### src/rtl/alu_issue_ctrl.sv
// Issue controller between the decoder and the 32-bit ALU: decodes ALUOp/funct,
// drives registered operands/code, captures result, flags and branch outcome.
module alu_issue_ctrl (
  input  logic        clk,
  input  logic        reset,
  input  logic        req_valid,
  output logic        req_ready,
  input  logic [1:0]  req_aluop,
  input  logic [5:0]  req_funct,
  input  logic [1:0]  req_br,
  input  logic [31:0] req_a,
  input  logic [31:0] req_b,
  output logic [31:0] alu_op1,
  output logic [31:0] alu_op2,
  output logic [3:0]  alu_control_code,
  input  logic [31:0] alu_result,
  input  logic        alu_v,
  input  logic        alu_n,
  input  logic        alu_z,
  output logic        rsp_valid,
  input  logic        rsp_ready,
  output logic [31:0] rsp_result,
  output logic        rsp_v,
  output logic        rsp_n,
  output logic        rsp_z,
  output logic        rsp_taken,
  output logic        rsp_illegal,
  output logic [15:0] op_count
);

  typedef enum logic [1:0] {
    S_IDLE = 2'd0,
    S_EXEC = 2'd1,
    S_RESP = 2'd2
  } state_t;

  localparam logic [3:0] CODE_NOP = 4'b1111;

  state_t      r_state;
  state_t      w_next_state;
  logic        r_req_ready;
  logic [31:0] r_op1;
  logic [31:0] r_op2;
  logic [3:0]  r_code;
  logic [1:0]  r_br;
  logic        r_rsp_valid;
  logic [31:0] r_rsp_result;
  logic        r_rsp_v;
  logic        r_rsp_n;
  logic        r_rsp_z;
  logic        r_rsp_taken;
  logic        r_rsp_illegal;
  logic [15:0] r_op_count;

  logic [4:0]  w_dec;
  logic        w_dec_illegal;
  logic [3:0]  w_dec_code;
  logic        w_accept;
  logic        w_rsp_fire;
  logic        w_taken;

  // Returns {illegal, code}; illegal requests report the NOP code.
  function automatic logic [4:0] decode(input logic [1:0] aluop, input logic [5:0] funct);
    logic [4:0] d;
    d = {1'b1, CODE_NOP};
    case (aluop)
      2'b00: d = {1'b0, 4'b0010};
      2'b01: d = {1'b0, 4'b0110};
      2'b10: begin
        case (funct)
          6'b100000: d = {1'b0, 4'b0010};
          6'b100010: d = {1'b0, 4'b0110};
          6'b100100: d = {1'b0, 4'b0000};
          6'b100101: d = {1'b0, 4'b0001};
          6'b100111: d = {1'b0, 4'b1001};
          6'b101100: d = {1'b0, 4'b1100};
          6'b100110: d = {1'b0, 4'b1101};
          6'b101010: d = {1'b0, 4'b0111};
          default:   d = {1'b1, CODE_NOP};
        endcase
      end
      default: d = {1'b1, CODE_NOP};
    endcase
    return d;
  endfunction

  assign w_dec         = decode(req_aluop, req_funct);
  assign w_dec_illegal = w_dec[4];
  assign w_dec_code    = w_dec[3:0];
  // req_ready is only ever high in IDLE, so this implies the IDLE state.
  assign w_accept      = req_valid & r_req_ready;
  assign w_rsp_fire    = r_rsp_valid & rsp_ready;

  // Branch condition from the live ALU flags during EXEC.
  always_comb begin
    w_taken = 1'b0;
    case (r_br)
      2'b01:   w_taken = alu_z;
      2'b10:   w_taken = ~alu_z;
      2'b11:   w_taken = alu_n;
      default: w_taken = 1'b0;
    endcase
  end

  // Next-state logic.
  always_comb begin
    w_next_state = r_state;
    case (r_state)
      S_IDLE: begin
        if (w_accept) w_next_state = w_dec_illegal ? S_RESP : S_EXEC;
        else          w_next_state = S_IDLE;
      end
      S_EXEC: w_next_state = S_RESP;
      S_RESP: begin
        if (w_rsp_fire) w_next_state = S_IDLE;
        else            w_next_state = S_RESP;
      end
      default: w_next_state = S_IDLE;
    endcase
  end

  // State, datapath capture and completion counter.
  always_ff @(posedge clk) begin
    if (reset) begin
      r_state       <= S_IDLE;
      r_req_ready   <= 1'b0;
      r_op1         <= 32'd0;
      r_op2         <= 32'd0;
      r_code        <= CODE_NOP;
      r_br          <= 2'b00;
      r_rsp_valid   <= 1'b0;
      r_rsp_result  <= 32'd0;
      r_rsp_v       <= 1'b0;
      r_rsp_n       <= 1'b0;
      r_rsp_z       <= 1'b0;
      r_rsp_taken   <= 1'b0;
      r_rsp_illegal <= 1'b0;
      r_op_count    <= 16'd0;
    end else begin
      r_state     <= w_next_state;
      r_req_ready <= (w_next_state == S_IDLE);
      case (r_state)
        S_IDLE: begin
          if (w_accept) begin
            r_op1         <= req_a;
            r_op2         <= req_b;
            r_br          <= req_br;
            r_code        <= w_dec_code;
            r_rsp_valid   <= w_dec_illegal;
            r_rsp_illegal <= w_dec_illegal;
            r_rsp_result  <= 32'd0;
            r_rsp_v       <= 1'b0;
            r_rsp_n       <= 1'b0;
            r_rsp_z       <= 1'b0;
            r_rsp_taken   <= 1'b0;
          end
        end
        S_EXEC: begin
          r_rsp_result  <= alu_result;
          r_rsp_v       <= alu_v;
          r_rsp_n       <= alu_n;
          r_rsp_z       <= alu_z;
          r_rsp_taken   <= w_taken;
          r_rsp_illegal <= 1'b0;
          r_rsp_valid   <= 1'b1;
          r_code        <= CODE_NOP;
        end
        S_RESP: begin
          if (w_rsp_fire) begin
            r_rsp_valid <= 1'b0;
            r_op_count  <= r_op_count + 16'd1;
          end
        end
        default: r_rsp_valid <= 1'b0;
      endcase
    end
  end

  assign req_ready        = r_req_ready;
  assign alu_op1          = r_op1;
  assign alu_op2          = r_op2;
  assign alu_control_code = r_code;
  assign rsp_valid        = r_rsp_valid;
  assign rsp_result       = r_rsp_result;
  assign rsp_v            = r_rsp_v;
  assign rsp_n            = r_rsp_n;
  assign rsp_z            = r_rsp_z;
  assign rsp_taken        = r_rsp_taken;
  assign rsp_illegal      = r_rsp_illegal;
  assign op_count         = r_op_count;

endmodule

### config.mk
export PLATFORM = sky130hd
export DESIGN_NAME = alu_issue_ctrl
export DESIGN_NICKNAME = d
export VERILOG_FILES = /design/src/rtl/alu_issue_ctrl.sv
export SDC_FILE = /design/constraint.sdc
export NUM_CORES = 1
export LEC_CHECK = 0
export BUFFER_PORTS_ARGS = -buffer_cell sky130_fd_sc_hd__buf_2
export CORE_ASPECT_RATIO = 1.2
export CORE_MARGIN = 1.5
export CORE_UTILIZATION = 46
export DETAILED_ROUTE_END_ITERATION = 12
export PLACE_DENSITY = 0.81
export SLEW_MARGIN = 20
export SYNTH_ARGS = -nofsm -noshare
export SYNTH_HDL_FRONTEND = slang
export SYNTH_SLANG_ARGS = --single-unit
### constraint.sdc
create_clock -name clk -period 4.2 [get_ports clk]
set_input_delay 0.21 -clock clk [delete_from_list [all_inputs] [get_ports clk]]
set_output_delay 0.21 -clock clk [all_outputs]
set_load 0.01 [all_outputs]
==> results.json <==
{
  "hold_viol_final": 0,
  "nFillCells": 832,
  "cts_resized": 0,
  "wl_um": 12650,
  "crit_path_max_fanout": 11,
  "rr_worst_depth": 4,
  "crit_chain": "and4b_1 -> nand4_1 -> or4_1 -> a21oi_1",
  "hp-class": "input port to register",
  "via_per_inst": 5.154,
  "antenna_found_initial": 0,
  "grt_max_degree": 90,
  "clock-root-buffer": "clkbuf_16",
  "setup_tns_ns": 0,
  "synth_edf_count": 0,
  "globalplace.congestion": 0.8193,
  "cp-end-kind": "register",
  "wl_per_cell_um": 13.89,
  "post-place-cells": 879,
  "async_reset_ff_share_pct": 0,
  "finalCriticalPeriod_ns": 2.115,
  "setup_slack_ns": 2.085,
  "yosysUniqueCellTypes": 42,
  "leakagePower_nw": 2.926,
  "cpMaxStageDelayCell": "dfxtp_1",
  "grt_pass1_vias": 4333,
  "dp_hpwl_um": 8803,
  "initial_core_util_pct": 46.93,
  "die_area_um2": 10780,
  "num_rows": 40,
  "grt_pass1_wl_um": 19350,
  "fmax_mhz": 472.9,
  "grt_overflow": 0,
  "drc": 0,
  "status": "completed",
  "pre_cts_ws_ns": 2.122,
  "multiInputGateArea_um2": 1949,
  "critical_path_class": "register to register",
  "globalRouteTotalUtil_pct": 22.98,
  "syn_inst": 557,
  "slew_violations": 0,
  "cts_tree": "yes",
  "path_delay_family": "simple AND/OR/NAND/NOR gates",
  "cp.arrival_ns": 2.44,
  "diodes": 0,
  "min-delay-start": "req_a[6]",
  "hold_end": "alu_op1[6]",
  "ioPinCount": 236,
  "rsz0062_at_grt": "false",
  "syn_to_final_growth_pct": 38.28,
  "cts_max_path_buffers": 2,
  "vdd_drop_max_mv": 0.2549,
  "h-tree-depth": 4,
  "ctsHoldBuffers": 0,
  "ant_nets": 0,
  "path_clk_slew_ns": 0.05,
  "die_w_um": 95.03,
  "startpoint_type": "register",
  "r2r-start": "r_state[1]",
  "rrSetupSlack_ns": 2.09,
  "clk_latency_ns": 0.41,
  "stdcell_count": 911,
  "reg2reg_to": "op_count[15]",
  "drtIter0Drc": 171,
  "p_per_area_nw_per_um2": 463.8,
  "critical_path_buf_inv_count": 0,
  "synth_flop_cell": "dfxtp_1",
  "synth_area_um2": 4674,
  "firstDrtPassIters": 5,
  "setup_viol_count_final": 0,
  "cpPeakStageDelay_ns": 0.56,
  "route.vias.total": 4695,
  "cp_data_required_time_ns": 4.53,
  "placeableCoreArea_um2": 9960,
  "place.port_buffers": 235,
  "cts_setup_buffers": 0,
  "die_h_um": 113.4,
  "seq_area_um2": 2542,
  "ys_ff_latch": 127,
  "drive_gt1_share_pct": 34.78,
  "cts_buffers": 17,
  "fin_worst_skew_ns": 0.007126,
  "syn_nets": 671,
  "synth_warnings": 0,
  "relSlewSlack_pct": 40.18,
  "timing.final.crit_share_pct": 50.35,
  "holdPathStages": 3,
  "clock_sinks": 127,
  "syn_area_per_cell_um2": 8.392,
  "final_nets": 886,
  "tightest_slew_ns": 0.8973,
  "max-cap-violations": 0,
  "ys_seq_area_share_pct": 54.39
}
[synthesized netlist by cell type (all sizes together) (2+ instances only)]
cell | n | share of area (%)
a211o | 2 | 0.37
a21oi | 79 | 8.5
a221o | 2 | 0.43
a22oi | 36 | 5.8
and2 | 4 | 0.54
and3 | 2 | 0.27
and4 | 2 | 0.37
buf | 11 | 1.2
clkbuf | 32 | 2.6
dfxtp | 127 | 54
inv | 5 | 0.40
mux2i | 2 | 0.43
nand2 | 141 | 11
nand3 | 5 | 0.54
nand4 | 8 | 1.1
nor2 | 51 | 4.1
nor3 | 2 | 0.32
nor3b | 2 | 0.32
o21ai | 6 | 0.64
o21bai | 2 | 0.32
o22ai | 2 | 0.27
o31ai | 5 | 0.80
or3 | 3 | 0.40
or4 | 5 | 0.80
xor2 | 7 | 1.3
[cell families after synthesis]
kind of cell | count (synthesis) | share of synthesized area, %
compound gates | 141 | 18.28
xor+xnor | 8 | 1.499
fa+ha+maj | 1 | 0.2676
buf+inv | 48 | 4.203
flops | 127 | 54.39
mux | 2 | 0.4283
simple gates | 230 | 20.93
[power by group]
part	total, mW	leakage, nW	internal [mW]	switching, mW
Sequential	1.28	1.03	1.26	0.0277
Clock	1.43	0.275	0.918	0.512
Combinational	0.284	1.62	0.113	0.170
Total	3.00	2.93	2.29	0.710
[through the flow]
| stage | util [%] | cell area, um^2 | hold WS [ns] | power (mW) |
|---|---|---|---|---|
| after floorplan | - | 4674 | 0.3096 | 1.462 |
| after detailed placement | 58.97 | 5873 | 0.4437 | 1.593 |
| final | 64.90 | 6464 | 0.03376 | 2.998 |
| after global placement | 58.97 | 5873 | 0.4383 | 1.581 |
| after CTS | 64.86 | 6460 | 0.02083 | 3.017 |
| after global routing | 64.90 | 6464 | 0.03049 | 3.105 |
[layout make-up]
| cell class | count | area share, % |
|---|---|---|
| Timing Repair Buffer | 239 | 18.70 |
| Clock buffer | 23 | 7.394 |
| Tap cell | 126 | 2.439 |
| Sequential cell | 127 | 39.33 |
| Inverter | 5 | 0.2904 |
| Clock inverter | 9 | 1.684 |
| Multi-Input combinational cell | 382 | 30.16 |
[worst max path at each step]
stage / from / endpoint / slack [ns] / cells past startpoint
5_1_grt: r_state[1] / op_count[15] / 1.95 / 4
4_1_cts: r_state[1] / op_count[15] / 2.10 / 4
2_1_floorplan: req_ready / alu_control_code[0] / 2.68 / 5
3_3_place_gp: r_state[1] / op_count[15] / 2.22 / 4
6_report: r_state[1] / op_count[15] / 2.09 / 4
3_5_place_dp: r_state[1] / op_count[15] / 2.12 / 4
[cells in the final DEF, fill, tap and decap left out, types with 3 or more instances in the layout]
master	instances
nand3_1	5
a22oi_1	36
clkinvlp_4	4
clkbuf_16	17
clkbuf_1	3
o21ai_0	6
or4_1	5
nor2_1	50
and2_1	4
buf_4	5
a21oi_1	79
buf_2	234
dfxtp_1	127
clkbuf_8	3
inv_1	5
xor2_1	7
nand2_1	140
o31ai_1	5
nand4_1	8
[layer usage]
layer | track usage (%) | up-vias | routed length [um]
met1 | 23.65 | 2158 | 5053
met4 | 12.44 | 0 | 333
met3 | 6.867 | 31 | 858
li1 | - | 2333 | -
met5 | 0 | - | 0
met2 | 41.00 | 173 | 6408
[worst reg2reg max path, cell delays in order, from the launching register on]
cell and delay (ns):
dfxtp_1 0.56, and4b_1 0.52, nand4_1 0.27, or4_1 0.52, a21oi_1 0.16
[sequential cells by signal, indices dropped and copies added (netlist names)]
name / cells
rsp_n: 1
r_br: 2
alu_control_code: 4
r_state: 2
rsp_valid: 1
rsp_v: 1
rsp_z: 1
rsp_taken: 1
op_count: 16
alu_op2: 32
rsp_result: 32
rsp_illegal: 1
alu_op1: 32
req_ready: 1
(Power assumes the default switching activity.)
